<file path="config.mk">
export PLATFORM = sky130hd
export DESIGN_NAME = uart_cmd_parser
export DESIGN_NICKNAME = d
export VERILOG_FILES = /design/src/rtl/uart_cmd_parser.sv
export SDC_FILE = /design/constraint.sdc
export NUM_CORES = 1
export LEC_CHECK = 0
export ABC_CLOCK_PERIOD_IN_PS = 3680
export CELL_PAD_IN_SITES_DETAIL_PLACEMENT = 0
export CELL_PAD_IN_SITES_GLOBAL_PLACEMENT = 1
export CORE_ASPECT_RATIO = 1.2
export CORE_MARGIN = 2
export CORE_UTILIZATION = 43
export CTS_CLUSTER_SIZE = 8
export DETAILED_ROUTE_END_ITERATION = 16
export GPL_TIMING_DRIVEN = 0
export HOLD_SLACK_MARGIN = 0.03
export PLACE_DENSITY_LB_ADDON = 0.1
export SYNTH_ARGS = -nofsm -noshare
export SYNTH_HDL_FRONTEND = slang
export SYNTH_SLANG_ARGS = --single-unit
</file>
<file path="constraint.sdc">
create_clock -name clk_50M -period 3.68 [get_ports clk_50M]
set_clock_uncertainty 0.15 [all_clocks]
set_input_delay 0.92 -clock clk_50M [delete_from_list [all_inputs] [get_ports clk_50M]]
set_output_delay 0.92 -clock clk_50M [all_outputs]
set_load 0.02 [all_outputs]
</file>
<file path="src/rtl/uart_cmd_parser.sv">
// uart_cmd_parser
// Assembles 5-byte command frames (HEADER, CODE, PH, PL, CHK) from the UART
// byte stream. CHK must equal CODE ^ PH ^ PL. Good frames raise a one-cycle
// cmd_valid strobe and load the held cmd_code/cmd_param registers. Bad frames
// raise a one-cycle frame_err strobe and bump a saturating err_cnt.
//
// Optional feature: define CMD_TIMEOUT_EN to build an inter-byte timeout that
// abandons a partial frame after TIMEOUT_CYCLES idle clocks and reports it as
// a frame error. Without the macro a partial frame waits indefinitely.

module uart_cmd_parser #(
  parameter logic [7:0]  HEADER         = 8'hAA,
  parameter logic [7:0]  MAX_CMD        = 8'h08,
  parameter int unsigned TIMEOUT_CYCLES = 50_000
) (
  input  logic        clk_50M,
  input  logic        rst_n,
  input  logic        rx_valid,
  input  logic [7:0]  rx_data,
  output logic        cmd_valid,
  output logic [7:0]  cmd_code,
  output logic [15:0] cmd_param,
  output logic        frame_err,
  output logic [7:0]  err_cnt,
  output logic        busy
);

  // One state per expected byte position; IDLE hunts for the header.
  typedef enum logic [2:0] {
    ST_IDLE,
    ST_CODE,
    ST_PH,
    ST_PL,
    ST_CHK
  } state_t;

  state_t      state;
  state_t      next_state;

  logic [7:0]  code_sh;
  logic [7:0]  ph_sh;
  logic [7:0]  pl_sh;
  logic [7:0]  xor_acc;

  logic        good_frame;
  logic        bad_frame;
  logic        timeout_hit;
  logic        leave_frame;
  logic        any_err;

`ifdef CMD_TIMEOUT_EN
  localparam logic [16:0] TMO_LAST = 17'(TIMEOUT_CYCLES - 1);

  logic [16:0] tmo_cnt;

  // A byte arriving in the terminal-count cycle wins, so the timeout only
  // fires when no byte is present.
  assign timeout_hit = (state != ST_IDLE) && !rx_valid && (tmo_cnt == TMO_LAST);

  // Idle-clock counter: runs only inside a frame and restarts on every byte.
  always_ff @(posedge clk_50M or negedge rst_n) begin
    if (!rst_n) begin
      tmo_cnt <= '0;
    end else if ((state == ST_IDLE) || rx_valid || timeout_hit) begin
      tmo_cnt <= '0;
    end else begin
      tmo_cnt <= tmo_cnt + 17'd1;
    end
  end
`else
  assign timeout_hit = 1'b0;
`endif

  assign leave_frame = (state != ST_IDLE) && (next_state == ST_IDLE);
  assign any_err     = bad_frame || timeout_hit;
  assign busy        = (state != ST_IDLE);

  // State register.
  always_ff @(posedge clk_50M or negedge rst_n) begin
    if (!rst_n) begin
      state <= ST_IDLE;
    end else begin
      state <= next_state;
    end
  end

  // Next-state logic and the frame verdict, evaluated on the CHK byte.
  always_comb begin
    next_state = state;
    good_frame = 1'b0;
    bad_frame  = 1'b0;
    case (state)
      ST_IDLE: begin
        if (rx_valid && (rx_data == HEADER)) begin
          next_state = ST_CODE;
        end
      end
      ST_CODE: begin
        if (rx_valid) begin
          next_state = ST_PH;
        end
      end
      ST_PH: begin
        if (rx_valid) begin
          next_state = ST_PL;
        end
      end
      ST_PL: begin
        if (rx_valid) begin
          next_state = ST_CHK;
        end
      end
      ST_CHK: begin
        if (rx_valid) begin
          next_state = ST_IDLE;
          if ((rx_data == xor_acc) && (code_sh <= MAX_CMD)) begin
            good_frame = 1'b1;
          end else begin
            bad_frame = 1'b1;
          end
        end
      end
      default: begin
        next_state = ST_IDLE;
      end
    endcase
    if (timeout_hit) begin
      next_state = ST_IDLE;
    end
  end

  // Shadow registers and running checksum; wiped whenever the frame ends so
  // the next header always starts from a clean XOR.
  always_ff @(posedge clk_50M or negedge rst_n) begin
    if (!rst_n) begin
      code_sh <= '0;
      ph_sh   <= '0;
      pl_sh   <= '0;
      xor_acc <= '0;
    end else if (leave_frame) begin
      code_sh <= '0;
      ph_sh   <= '0;
      pl_sh   <= '0;
      xor_acc <= '0;
    end else if (rx_valid) begin
      case (state)
        ST_CODE: begin
          code_sh <= rx_data;
          xor_acc <= xor_acc ^ rx_data;
        end
        ST_PH: begin
          ph_sh   <= rx_data;
          xor_acc <= xor_acc ^ rx_data;
        end
        ST_PL: begin
          pl_sh   <= rx_data;
          xor_acc <= xor_acc ^ rx_data;
        end
        default: begin
        end
      endcase
    end
  end

  // Output strobes, held command registers and the saturating error count.
  always_ff @(posedge clk_50M or negedge rst_n) begin
    if (!rst_n) begin
      cmd_valid <= 1'b0;
      frame_err <= 1'b0;
      cmd_code  <= '0;
      cmd_param <= '0;
      err_cnt   <= '0;
    end else begin
      cmd_valid <= good_frame;
      frame_err <= any_err;
      if (good_frame) begin
        cmd_code  <= code_sh;
        cmd_param <= {ph_sh, pl_sh};
      end
      if (any_err && (err_cnt != 8'hFF)) begin
        err_cnt <= err_cnt + 8'd1;
      end
    end
  end

endmodule

</file>
; ---- Yosys cells after proc, flatten, opt, wreduce, memory -nomap -nowiden
; Cells that the tools add are included.
; Widths: inputs -> output; s select.
[word_totals]
ff_bits = 69
inputBits = 11
output_inout_bits = 35
elab_cells = 61
[classes]
n_addsub = 1
n_lt_le_gt_ge = 1
eq_ne = 7
n_mux = 24
bitwise = 1
n_reduce_logical = 17
[ops]
columns = op, count
row1 = $mux 8, 12
row2 = $mux 3, 5
row3 = $pmux 3 s5, 1
row4 = $reduce_bool 2->1, 5
row5 = $add 8x1->8 const B, 1
row6 = $eq 8x8->1, 1
row7 = $eq 8x8->1 const B, 1
row8 = $le 8x4->1 const B, 1
row9 = $ne 8x8->1 const B, 1
row10 = $reduce_and 2->1, 4
row11 = $xor 8x8->8, 1
row12 = $eq 3x2->1 const B, 2
row13 = $logic_not 3->1, 2
row14 = $mux 1, 6
row15 = $logic_and 1x1->1, 4
row16 = $eq 3x1->1 const B, 1
row17 = $eq 3x3->1 const B, 1
row18 = $reduce_bool 3->1, 1
row19 = $reduce_or 3->1, 1

; ---- Logic depth before layout (Yosys ltp)
; Gate-level depths: netlist of run 1.
[depth]
depth_word = 8
ltp_mapped = 6
mapped_depth_nobuf = 6

; ---- Worst setup path before layout of run 1
; Ideal clock, no wire load.
[synth_timing]
kind = input-to-reg
startpoint = in rx_data[1]
endpoint = reg cmd_param[10]
setup_time_ps = 127
t_arrival_ps = 2197
t_required_ps = 3403
slack_ps = 1205
stages = 6
path_buffers = 1
cell_sequence = xor2_1 > nor4_4 > nand3_2 > nor2_4 > buf_6 > mux2_1
[synth_between]
elab_chain_cells = 5
[synth_lines]
columns = element, line_no
row1 = start: declaration, 19  ; input logic [7:0] rx_data,
row2 = $eq 8x8->1, 116  ; if ((rx_data == xor_acc) && (code_sh <= MAX_CMD)) begin
row3 = $logic_and 1x1->1, 116
row4 = $mux 1, 116
row5 = $mux 1, 114  ; if (rx_valid) begin
row6 = $mux 1, 92  ; case (state)
row7 = end signal: assignment, 178  ; cmd_param <= {ph_sh, pl_sh};
row8 = end: declaration, 22  ; output logic [15:0] cmd_param,
; Every way passes these cells.
; A chain may end at the register's enable or synchronous reset.

; ---- Worst setup path in the final report of run 1
[layout_timing]
startpoint = in rx_data[3]
endpoint = reg cmd_param[9]
; Same word-level chain as after synthesis.

==> results of run 1 <==
## power by group through the flow
stage | logic, uW | registers, uW | clock network, uW
final | 605 | 1080 | 827
after global routing | 691 | 1110 | 880
after CTS | 618 | 1090 | 844
after detailed placement | 613 | 1100 | 0
after global placement | 601 | 1100 | 0
after floorplan | 433 | 1080 | 0
## registers in the layout, indices dropped and copies added, names as in the netlist, 3 cells and up
signal	flops
code_sh	8
cmd_code	8
ph_sh	8
err_cnt	8
cmd_param	16
pl_sh	8
state	3
xor_acc	8
## final cells by class
| cell class | count | area, um^2 |
|---|---|---|
| Inverter | 1 | 3.75 |
| Fill cell | 634 | 2960 |
| Clock buffer | 10 | 138 |
| Tap cell | 87 | 109 |
| Clock inverter | 6 | 134 |
| Buffer | 12 | 60.1 |
| Sequential cell | 69 | 1730 |
| Multi-Input combinational cell | 186 | 1160 |
| Timing Repair Buffer | 45 | 448 |
## synthesized netlist by cell type
cell / n
nor3_1: 4
nor2_4: 1
or2_1: 1
dfrtp_1: 69
nand2_1: 62
a21oi_1: 26
nand3_2: 1
xor2_1: 18
xnor2_1: 4
o31a_1: 1
mux2_1: 23
nor4bb_1: 2
or4_4: 1
and2_1: 1
nand3_1: 8
ha_1: 1
nor4_4: 1
a31oi_1: 1
inv_1: 1
and3b_1: 1
or3b_1: 1
nand3b_1: 2
nand2b_1: 3
and3_1: 4
nor2b_1: 7
nor2_1: 11
clkbuf_1: 10
or3_1: 1
buf_6: 2
## kinds of logic (layout without fill, tap and decap cells)
group	count (synthesis)	after routing	share of synthesized area, %
compound gates	28	28	4.93
xor+xnor	22	22	6.54
fa+ha+maj	1	1	0.425
flops	69	69	58.6
simple gates	112	112	18.6
buf+inv	13	74	2.17
mux	23	23	8.79
## routing by layer
| metal | wire length (um) | share of wire [%] |
|---|---|---|
| met1 | 2820 | 47 |
| met2 | 2830 | 47 |
| met3 | 268 | 4.4 |
| met4 | 99 | 1.6 |
| met5 | 0 | 0 |
## metrics by stage
stage                     setup TNS, ps  cell area (um^2)  worst slack, ps
after global routing                  0              3770              516
after global placement           -58020              3510             -847
after floorplan                       0              2950             1210
after detailed placement              0              3500              295
after CTS                             0              3770              664
final                                 0              3770              647
## final timing paths
check	startpoint	to	slack, ps	depth (start not counted)
worst max-delay path	rx_data[3]	cmd_param[9]$_DFFE_PN0P_	650	7
max in group asynchronous	rst_n	ph_sh[4]$_DFFE_PN0P_	2290	1
worst min register to register	cmd_param[3]$_DFFE_PN0P_	cmd_param[3]$_DFFE_PN0P_	330	1
worst max register to register	code_sh[7]$_DFFE_PN0P_	cmd_param[9]$_DFFE_PN0P_	1300	6
min in group asynchronous	rst_n	err_cnt[3]$_DFFE_PN0P_	530	1
worst min-delay path	cmd_param[3]$_DFFE_PN0P_	cmd_param[3]$_DFFE_PN0P_	330	1
## critical path, delay by kind of cell
kind / cells / cell delay (ps)
xor+xnor: 1 / 240
buf+inv: 2 / 790
mux: 1 / 330
simple gates: 3 / 820
==> flow_metrics.env, run 1 <==
export IMPL_syn_to_final_growth_pct=28.1
export IMPL_required_ps=3750
export IMPL_grt_pass1_wl_mm=10.0
export IMPL_hold_class="flop to flop"
export IMPL_clock_power_share_pct=32.9
export IMPL_viasPerCell=5.02
export IMPL_gr_usage_all_layers_pct=17.9
export IMPL_combPwrFrac_pct=24.1
export IMPL_first_global_vias=2010
export IMPL_clock_sinks=69
export IMPL_cts_root_buf="clkbuf_8"
export IMPL_rows=33
export IMPL_drive_gt1_share_pct=6.99
export IMPL_met1_usage_pct=24.3
export IMPL_setup_violations_final=0
export IMPL_initial_utilization_pct=43.8
export IMPL_die_w_um=79.6
export IMPL_grt_overflow=0
export IMPL_ir_worst_vdd_uv=385
export IMPL_worst_path_largest_cell_delay_ps=580
export IMPL_grt_max_degree=70
export IMPL_synth_cells=268
export IMPL_fin_cells=416
export IMPL_max_freq_mhz=330
export IMPL_synthesis_area_um2=2950
export IMPL_crit_arrival_ps=3110
export IMPL_power_density_nw_per_um2=666
export IMPL_seq_area_frac_synth_pct=58.6
export IMPL_die_y_um=94.7
export IMPL_portBuffers=45
export IMPL_postCtsSetupBuffers=0
export IMPL_synth_top_area_share_pct=58.6
export IMPL_rsz0062_at_grt="false"
export IMPL_gr_max_usage_layer="met2"
export IMPL_max_cap_violations=0
export IMPL_synth_cell_types=29
export IMPL_dp_cells=400
export IMPL_io_pins=46
export IMPL_antenna_found_initial=0
export IMPL_globalplace_congestion=0.734
export IMPL_grt_use_met3_pct=4.88
export IMPL_ctsHoldBuffers=0
export IMPL_finalPower_uw=2520
export IMPL_met2_usage_pct=27.0
export IMPL_synth_nets=280
export IMPL_drtPass1Iterations=4
export IMPL_cts_made_buffers=9
export IMPL_clkTransAtPathRegs_ps=70
export IMPL_synth_seq_cells=69
export IMPL_final_min_clock_period_ps=3030
export IMPL_slew_headroom_pct=43.2
export IMPL_start_kind="primary input"
export IMPL_post_cts_resized=0
export IMPL_swShare_pct=30.4
export IMPL_hold_viol=0
export IMPL_cp_cell_sequence="clkdlybuf4s50_1 > xor2_1 > nor3_1 > nand3_2 > nor2_4 > buf_6 > mux2_1"
export IMPL_yosysWarnings=0
export IMPL_drt_iter0_drc=119
export IMPL_timing_critical_path_slowest_stage_cell="clkdlybuf4s50_1"
export IMPL_layout_cells_most_common="dfrtp_1"
export IMPL_clockBufferDepth=2
export IMPL_syn_area_per_cell_um2=11.0
export IMPL_slew_violations=0
export IMPL_outcome="complete, no violations"
export IMPL_end_kind="flop"
export IMPL_insertion_delay_ps=340
export IMPL_drc=0
export IMPL_fin_crit_sh_pct=82.4
export IMPL_fin_util_pct=56.1
export IMPL_finalNetCount=336
export IMPL_hpwl_mm=4.04
export IMPL_synth_top_area_cell="dfrtp_1"
export IMPL_wl_mm=6.03
export IMPL_seqPwrFrac_pct=43.1
export IMPL_dieArea_um2=7530
export IMPL_core_region_area_um2=6730
export IMPL_wl_per_cell_um=14.5
export IMPL_power_leakage_uw=0.00175
export IMPL_num_vias=2087
export IMPL_cts_max_level=3
export IMPL_holdWs_ps=333
export IMPL_critPathMaxFanout=10
export IMPL_final_cell_mix="dfrtp_1 (69), nand2_1 (62), clkdlybuf4s50_1 (44)"
export IMPL_final_antenna_net_count=0
export IMPL_crit_type="primary input to flop"
export IMPL_tightest_slew_ps=852
export IMPL_internal_power_uw=1750
export IMPL_antenna_cells=0
export IMPL_synth_area_leaders="dfrtp_1 (59%), mux2_1 (8.8%), nand2_1 (7.9%), xor2_1 (5.4%), a21oi_1 (4.4%)"
export IMPL_p_switching_uw=764
export IMPL_cts_tree="yes"
Note: power is estimated with default switching activity, not from simulation.
==> run 2, diff against run 1 <==
Settings changed: ABC_CLOCK_PERIOD_IN_PS 3680 to 2600, CORE_UTILIZATION 43 to 38.
Clock period 3.68 ns to 2.6 ns, I/O delays scaled along.
==> flow_metrics.env, run 2 (synthesis gave the netlist of run 1 again) <==
export IMPL_outcome="complete, no violations"
export IMPL_grt_overflow=0
export IMPL_die_w_um=84.4
export IMPL_insertion_delay_ps=340
export IMPL_ir_worst_vdd_uv=452
export IMPL_grt_pass1_wl_mm=10.4
export IMPL_worstRegToRegCells=6
export IMPL_fin_crit_sh_pct=95.2
export IMPL_globalplace_congestion=0.802
export IMPL_cts_tree="yes"
export IMPL_finalNetCount=337
export IMPL_drt_iter0_drc=83
export IMPL_final_antenna_net_count=0
export IMPL_r2r_start="code_sh[7]$_DFFE_PN0P_"
export IMPL_slew_headroom_pct=41.8
export IMPL_dp_worst_setup_slack_ps=-564
export IMPL_fin_ws_ps=126
export IMPL_holdWs_ps=262
export IMPL_crit_type="primary input to flop"
export IMPL_crit_arrival_ps=2540
export IMPL_rrSetupSlack_ps=250
export IMPL_viasPerCell=4.86
export IMPL_syn_to_final_growth_pct=27.7
export IMPL_power_density_nw_per_um2=915
export IMPL_r2r_end="cmd_param[11]$_DFFE_PN0P_"
export IMPL_required_ps=2660
export IMPL_wl_per_cell_um=14.3
export IMPL_layout_cells_most_common="dfrtp_1"
export IMPL_hold_viol=0
export IMPL_num_vias=2050
export IMPL_drc=0
export IMPL_wl_mm=6.04
export IMPL_drtPass1Iterations=4
export IMPL_nFillCells=756
export IMPL_clockBufferDepth=2
export IMPL_placed_area_um2=3510
export IMPL_cts_made_buffers=9
export IMPL_portBuffers=45
export IMPL_ctsHoldBuffers=0
export IMPL_die_y_um=100
export IMPL_cts_max_level=3
export IMPL_dp_cells=405
export IMPL_grt_max_degree=70
export IMPL_power_leakage_uw=0.00176
export IMPL_hold_class="primary input to asynchronous set/reset pin"
export IMPL_largest_reg_flops=16
export IMPL_final_min_clock_period_ps=2470
export IMPL_clock_sinks=69
export IMPL_max_cap_violations=0
export IMPL_antenna_found_initial=0
export IMPL_first_global_vias=2053
export IMPL_fin_cells=422
export IMPL_rsz0062_at_grt="true"
export IMPL_drive_gt1_share_pct=7.58
export IMPL_final_cell_mix="dfrtp_1 (69), nand2_1 (62), clkdlybuf4s50_1 (36)"
export IMPL_end_kind="flop"
export IMPL_gr_usage_all_layers_pct=15.8
export IMPL_setup_violations_final=0
export IMPL_tightest_slew_ps=873
export IMPL_fin_util_pct=49.4
export IMPL_rows=35
export IMPL_hpwl_mm=4.15
export IMPL_core_region_area_um2=7620
export IMPL_antenna_cells=0
export IMPL_critPathMaxFanout=10
export IMPL_initial_utilization_pct=38.7
export IMPL_slew_violations=0
export IMPL_final_cell_area_um2=3760
export IMPL_max_freq_mhz=404
export IMPL_cts_root_buf="clkbuf_8"
export IMPL_top_register="cmd_param"
export IMPL_clkTransAtPathRegs_ps=80
export IMPL_io_pins=46
export IMPL_start_kind="primary input"
export IMPL_dieArea_um2=8480
[run 2: cell types whose count changed in the layout (fill, tap and decap cells not counted), sizes merged]
cell / delta
buf: +1
bufinv: -1
clkdlybuf4s50: -8
clkinvlp: +1
dlygate4sd2: +6
dlymetal6s2s: +2
[run 2: metal layers]
metal | wire, um | track usage (%) | part of all wire [%] | up-vias
met5 | 0 | 0 | 0 | -
met4 | 61 | 4.76 | 1.0 | 0
met3 | 234 | 4.18 | 3.9 | 6
met2 | 2820 | 24.2 | 47 | 43
met1 | 2930 | 22.2 | 48 | 1002
li1 | - | - | - | 999
[run 2: report_power, final]
group	switching (uW)	total, uW	internal (uW)
Clock	417	1050	638
Combinational	498	855	357
Sequential	182	1530	1350
Total	1100	3440	2350
[run 2: per-stage QoR]
step / setup TNS (ps) / power, uW
finish: 0 / 3440
global route: -2.52 / 3690
CTS: 0 / 3480
detailed placement: -12430 / 2430
global placement: -130320 / 2410
floorplan: 0 / 2140
[run 2: timing repair]
item	in CTS	in global routing
setup endpoints to repair	18	20
gates cloned	0	0
resized for setup	8	2
pin swaps	1	0
setup buffers	1	0
[run 2: critical path: stages]
cell,delay [ps]
clkdlybuf4s50_1,540
xor2_1,220
nor3_2,210
nand3_2,160
nor2_4,210
buf_6,190
mux2_1,350
[run 2: worst max path at each step]
stage	from	end	cells past startpoint
finish	rx_data[2]	cmd_param[11]$_DFFE_PN0P_	7
global route	rx_data[2]	err_cnt[1]$_DFFE_PN0P_	6
CTS	rx_data[3]	cmd_param[11]$_DFFE_PN0P_	7
detailed placement	rx_data[7]	cmd_param[11]$_DFFE_PN0P_	7
global placement	rst_n	cmd_param[9]$_DFFE_PN0P_	1
floorplan	rx_data[1]	cmd_param[10]$_DFFE_PN0P_	6
[run 2: area by class of cell]
cell class	count	area, um^2	area share, %
Tap cell	92	115	3.06
Sequential cell	69	1730	45.9
Clock inverter	6	111	2.96
Clock buffer	10	128	3.39
Buffer	12	60.1	1.60
Inverter	1	3.75	0.0997
Multi-Input combinational cell	186	1170	31.0
Timing Repair Buffer	46	453	12.0
